--- src/rtl/search_pipe_arb_pkg.sv ---
// Shared types and constants for the search_pipe_arb pipeline.
package search_pipe_arb_pkg;

  localparam int unsigned DATA_W = 8;   // stage data width; top WIDTH must match
  localparam int unsigned DEPTH  = 3;   // launch, capture, output
  localparam int unsigned STAT_W = 16;  // grant counter width

  typedef struct packed {
    logic              valid;
    logic              src;
    logic [DATA_W-1:0] data;
  } stage_t;

endpackage

--- src/rtl/search_rr_arb2.sv ---
// Two-way round-robin arbiter. The pointer favours one requester on a tie and
// flips to the other requester after every accepted grant.
module search_rr_arb2 (
  input  logic       clk,
  input  logic       rst,
  input  logic [1:0] req,
  input  logic       en,
  output logic [1:0] gnt
);

  logic prio_q, prio_d;

  // Grant selection and pointer next-state
  always_comb begin
    gnt    = 2'b00;
    prio_d = prio_q;
    if (req == 2'b11) begin
      gnt = prio_q ? 2'b10 : 2'b01;
    end else begin
      gnt = req;
    end
    if (en && (|gnt)) begin
      prio_d = ~gnt[1];
    end
  end

  // Pointer register
  always_ff @(posedge clk or posedge rst) begin
    if (rst) begin
      prio_q <= 1'b0;
    end else begin
      prio_q <= prio_d;
    end
  end

endmodule

--- src/rtl/search_pipe_arb.sv ---
// Round-robin arbiter feeding a three-stage launch/capture/output pipeline
// with valid/ready backpressure and bubble collapse.
// Optional build macro SEARCH_PIPE_ARB_STATS_EN adds saturating grant counters.
module search_pipe_arb
  import search_pipe_arb_pkg::*;
#(
  parameter int unsigned WIDTH = DATA_W
) (
  input  logic             clk,
  input  logic             rst,
  input  logic [1:0]       req_valid,
  input  logic [2*WIDTH-1:0] req_data,
  output logic [1:0]       req_ready,
  output logic             out_valid,
  input  logic             out_ready,
  output logic [WIDTH-1:0] out_data,
  output logic             out_src,
  output logic             busy
`ifdef SEARCH_PIPE_ARB_STATS_EN
  ,
  output logic [STAT_W-1:0] gnt_cnt0,
  output logic [STAT_W-1:0] gnt_cnt1
`endif
);

  stage_t [DEPTH-1:0] stg_q, stg_d;
  logic   [DEPTH-1:0] adv;
  logic   [1:0]       gnt;
  logic               acc;
  logic               gsel;
  logic               arb_en;

  // Ready chain from the output back to the launch stage; no dependence on req_valid
  always_comb begin
    adv[2] = out_ready || !stg_q[2].valid;
    adv[1] = adv[2]    || !stg_q[1].valid;
    adv[0] = adv[1]    || !stg_q[0].valid;
  end

  // Ready is held low while reset is asserted even though the empty pipe would advance
  assign arb_en    = adv[0] && !rst;
  assign req_ready = arb_en ? gnt : 2'b00;
  assign acc       = |req_ready;
  assign gsel      = gnt[1];

  search_rr_arb2 u_arb (
    .clk (clk),
    .rst (rst),
    .req (req_valid),
    .en  (arb_en),
    .gnt (gnt)
  );

  // Stage shift: each stage loads its predecessor when it advances, else holds
  always_comb begin
    stg_d = stg_q;
    if (adv[2]) stg_d[2] = stg_q[1];
    if (adv[1]) stg_d[1] = stg_q[0];
    if (adv[0]) begin
      stg_d[0].valid = acc;
      stg_d[0].src   = acc ? gsel : 1'b0;
      stg_d[0].data  = acc ? req_data[gsel*WIDTH +: WIDTH] : '0;
    end
  end

  // Stage registers
  always_ff @(posedge clk or posedge rst) begin
    if (rst) begin
      stg_q <= '0;
    end else begin
      stg_q <= stg_d;
    end
  end

  assign out_valid = stg_q[2].valid;
  assign out_data  = stg_q[2].data;
  assign out_src   = stg_q[2].src;
  assign busy      = stg_q[0].valid || stg_q[1].valid || stg_q[2].valid;

`ifdef SEARCH_PIPE_ARB_STATS_EN
  logic [STAT_W-1:0] cnt0_q, cnt0_d, cnt1_q, cnt1_d;

  // Saturating per-requester accept counters
  always_comb begin
    cnt0_d = cnt0_q;
    cnt1_d = cnt1_q;
    if (req_ready[0] && (cnt0_q != '1)) cnt0_d = cnt0_q + 1'b1;
    if (req_ready[1] && (cnt1_q != '1)) cnt1_d = cnt1_q + 1'b1;
  end

  // Counter registers
  always_ff @(posedge clk or posedge rst) begin
    if (rst) begin
      cnt0_q <= '0;
      cnt1_q <= '0;
    end else begin
      cnt0_q <= cnt0_d;
      cnt1_q <= cnt1_d;
    end
  end

  assign gnt_cnt0 = cnt0_q;
  assign gnt_cnt1 = cnt1_q;
`endif

endmodule

--- config.mk ---
export PLATFORM = sky130hd
export DESIGN_NAME = search_pipe_arb
export DESIGN_NICKNAME = d
export VERILOG_FILES = /design/src/rtl/search_pipe_arb_pkg.sv /design/src/rtl/search_rr_arb2.sv /design/src/rtl/search_pipe_arb.sv
export SDC_FILE = /design/constraint.sdc
export NUM_CORES = 1
export LEC_CHECK = 0
export CORE_MARGIN = 2
export CORE_UTILIZATION = 52
export DETAILED_ROUTE_END_ITERATION = 10
export HOLD_SLACK_MARGIN = 0.02
export PLACE_DENSITY = 0.83
export SYNTH_ARGS = -nofsm -noshare
export SYNTH_HDL_FRONTEND = slang
export SYNTH_SLANG_ARGS = --single-unit
--- constraint.sdc ---
create_clock -name clk -period 3.9 [get_ports clk]
set_clock_uncertainty 0.15 [all_clocks]
set_input_delay 0.78 -clock clk [delete_from_list [all_inputs] [get_ports clk]]
set_output_delay 0.78 -clock clk [all_outputs]
set_load 0.005 [all_outputs]
# Word-level counts from Yosys, hierarchy flattened
# Cells that the tools add are included.
[totals]
register_bits = 31
out_inout_bits = 13
in_bits = 21
[op_classes]
eq_ne = 1
n_reduce_logical = 13
bitwise = 1
n_mux = 5
n_shift = 1
[ops]
columns = ["op", "n"]
rows = [
  ["$shiftx 16x5->8", 1],
  ["$mux 8", 1],
  ["$mux 2", 3],
  ["$logic_or 1x1->1", 5],
  ["$logic_not 1->1", 4],
  ["$reduce_or 2->1", 2],
  ["$eq 2x2->1 const B", 1],
  ["$logic_and 1x1->1", 2],
  ["$mux 1", 1],
  ["$not 1->1", 1],
]

# Longest topological paths before layout
[depth]
ltp_word = 8
ltp_mapped = 4
ltp_nobuf = 3

# Cells and area by module
# Synthesis repeated with hierarchy kept, for this count alone.
[unflattened]
cells_unflattened = 105
area_unflattened_um2 = 1371.3
[by_module_without_submodules]
columns = ["mod", "instances", "cells_per_inst", "area_per_inst_um2", "seq_area_each_um2"]
rows = [
  ["search_pipe_arb", 1, 98, 1312.5, 750.7],
  ["search_rr_arb2", 1, 7, 58.8, 25.0],
]

# Least setup slack after synthesis
# Ideal clock, no wire load.
[synth_timing]
path_type = "input -> output"
from = "input port out_ready"
to = "output port req_ready[0]"
path_buffers = 0
path_stages = 3
setup_slack_ps = 1640
t_arrival_ps = 1330
cell_sequence = "and4b_1 -> nor2_1 -> and3_1"
[synth_via]
elab_chain_cells = 5
[synth_lines]
columns = ["element", "line", "rtl"]
rows = [
  ["start, declared", "search_pipe_arb.sv:15", "input logic out_ready,"],
  ["$logic_or 1x1->1", "search_pipe_arb.sv:35", "adv[2] = out_ready || !stg_q[2].valid;"],
  ["$logic_or 1x1->1", "search_pipe_arb.sv:36", "adv[1] = adv[2] || !stg_q[1].valid;"],
  ["$logic_or 1x1->1", "search_pipe_arb.sv:37", "adv[0] = adv[1] || !stg_q[0].valid;"],
  ["$logic_and 1x1->1", "search_pipe_arb.sv:41", "assign arb_en = adv[0] && !rst;"],
  ["$mux 2", "search_pipe_arb.sv:42", "assign req_ready = arb_en ? gnt : 2'b00;"],
  ["end, declared", "search_pipe_arb.sv:13", "output logic [1:0] req_ready,"],
]
# No other way between the ends.

# Worst setup path after layout
# Same ends and word-level chain as after synthesis.

==> impl_metrics.toml <==
[synth]
synth.distinct_cells = 23
synth_top_area_cell = "dfrtp_1"
synth.net_count = 135
yosysSeqAreaShare_pct = 54.82
synth_area_leaders = "dfrtp_1 (55%), mux2_2 (14%), a211oi_2 (7.1%)"
synth_ff_type = "dfrtp_1"
ys_ff_latch = 31
synth_area_um2 = 1415
synthTopCellsByCount = "dfrtp_1 (31), mux2_2 (18), a31oi_1 (10)"
async_flop_share_pct = 100.0
yosysMostFrequentCell = "dfrtp_1"
synth_top_cell_area_share_pct = 54.82
synth_edf_count = 0
synth_warnings = 0
synthCells = 114
avgSynthCellArea_um2 = 12.41

[floorplan]
initial_core_util_pct = 56.10
die_area_um2 = 3155
io_pins = 34
die_y_um = 56.17
num_rows = 18
die_w_um = 56.17
core_area_um2 = 2522

[clocking]
cts_setup_buffers = 0
cts_resized = 0
clk_latency_ns = 0.33
cts-root-buf = "clkbuf_4"
clk_transition_reported_paths_ns = 0.09
clock-sinks = 31
hold_buffers = 0
h-tree-depth = 2
cts_tree = "built"
numCtsBuffers = 5
clock_path_buffers = 2

[detailed_routing]
ant_nets = 0
wl_per_cell_um = 16.06
dr.pass1.iters = 5
finalWirelength_mm = 2.795
dr_total_vias = 1020
first_iter_violations = 14
via_per_inst = 5.862
drc = 0

[critical_path]
end_kind = "output port"
required_ns = 2.97
rrSetupSlack_ns = 2.20
arrival_ns = 2.56
r2r_cells = 3
path_class = "input port to output port"
reg2reg_from = "stg_q[19]"
startpoint_type = "input port"
path_max_fanout = 12
r2r_end = "stg_q[9]"

[grt]
antenna_found_initial = 0
grt_max_degree = 33
grt_overflow = 0
track_usage_pct = 20.03
grt_pass1_vias = 996
grt_first_pass_wirelength_mm = 4.740

[final_layout]
multi_input_area_um2 = 541.8
final_cells = 174
drive_above_1_share_pct = 26.39
fin_nets = 165
regArea_um2 = 775.7
antenna_cells = 0
fillers = 181
syn_to_final_growth_pct = 24.93
fin_area_um2 = 1768

[place]
place_inst = 167
post-place-ws_ns = 0.4646
dp_hpwl_mm = 1.932
portBuffers = 33
gp_congestion = 0.7870
placed_area_um2 = 1712

[sta]
fmax_mhz = 286.2
fin_ws_ns = 0.4060
setup_violations = 0
final.min_clock_period_ns = 3.494
slew_viol_final = 0
hold_viol = 0
fin_crit_sh_pct = 89.59
relSlewSlack_pct = 57.82
timing.hold.ws_ns = 0.3585
rsz0062_at_grt = "false"
setup-tns-final_ns = 0
worstMarginPinSlew_ns = 0.6327

[min_path]
holdCritStartpoint = "stg_q[10]"
holdPathEnd = "stg_q[10]"
holdPathStages = 1
hold_path_class = "register to register"

[power]
p_leak_uw = 0.0007835
p_per_area_nw_per_um2 = 429.8
ir_worst_vdd_uv = 280.8

[job]
maxCapViolCount = 0

[run_status]
status = "finished clean"
[through the flow]
stage / utilization [%] / total power (µW)
6_report: 70.09 / 759.8
5_1_grt: 70.09 / 800.1
4_1_cts: 70.09 / 764.9
3_5_place_dp: 67.86 / 581.4
3_3_place_gp: 67.86 / 573.0
2_1_floorplan: - / 514.6
[where the power goes]
group / internal (µW) / leakage (µW) / switching [µW]
combinational: 105 / 0.000349 / 72.7
sequential: 369 / 0.000401 / 26.9
clock: 83.4 / 0.0000341 / 102
[metal layers]
metal	up-vias	part of all wire [%]	track usage (%)
li1	461	-	-
met1	513	42	24.47
met2	38	51	31.93
met3	8	4.9	5.814
met4	0	2.4	10.54
met5	-	0	0
[registers in the layout, indices dropped and copies added (netlist names)]
signal / count
u_arb.prio_q: 1
out_src: 1
stg_q: 20
out_data: 8
out_valid: 1
[kinds of logic (layout without fill, tap and decap cells)]
logic type             count (synthesis)  in the layout  share of synthesized area (%)
AOI/OAI and AO/OA                     28             28                          15.65
muxes                                 18             18                          14.32
and+or+nand+nor                       22             22                          8.312
DFF                                   31             31                          54.82
buffers and inverters                 15             45                          6.896
[worst max-delay path by stage]
stage	end	cells after the start	from	slack, ns
floorplan	req_ready[0]	3	out_ready	1.64
global placement	req_ready[0]	5	out_ready	0.52
detailed placement	req_ready[0]	5	out_ready	0.46
CTS	req_ready[0]	5	out_ready	0.45
global route	req_ready[0]	5	out_ready	0.34
finish	req_ready[0]	5	out_ready	0.41
[cell type report]
| cell class | count | area share [%] |
|---|---|---|
| Sequential cell | 31 | 43.88 |
| Multi-Input combinational cell | 68 | 30.64 |
| Timing Repair Buffer | 35 | 19.53 |
| Clock buffer | 6 | 2.902 |
| Tap cell | 30 | 2.123 |
| Inverter | 3 | 0.6369 |
| Clock inverter | 1 | 0.2831 |
[cells in the final DEF, fill, tap and decap left out, types with 2 or more instances in the layout]
master / n
dfrtp_1: 31
nand2b_1: 2
a211oi_2: 8
nor2b_1: 2
buf_4: 2
clkdlybuf4s50_1: 33
inv_1: 3
clkbuf_4: 5
a31oi_1: 10
o21ai_0: 8
mux2_2: 18
nor2_1: 9
[critical path, cell delays in order]
cell and delay (ns):
clkdlybuf4s50_1 0.44, and4b_1 0.56, nor2_1 0.13, and3_1 0.21, clkdlybuf4s50_1 0.44
Note: power is estimated with default switching activity, not from simulation.
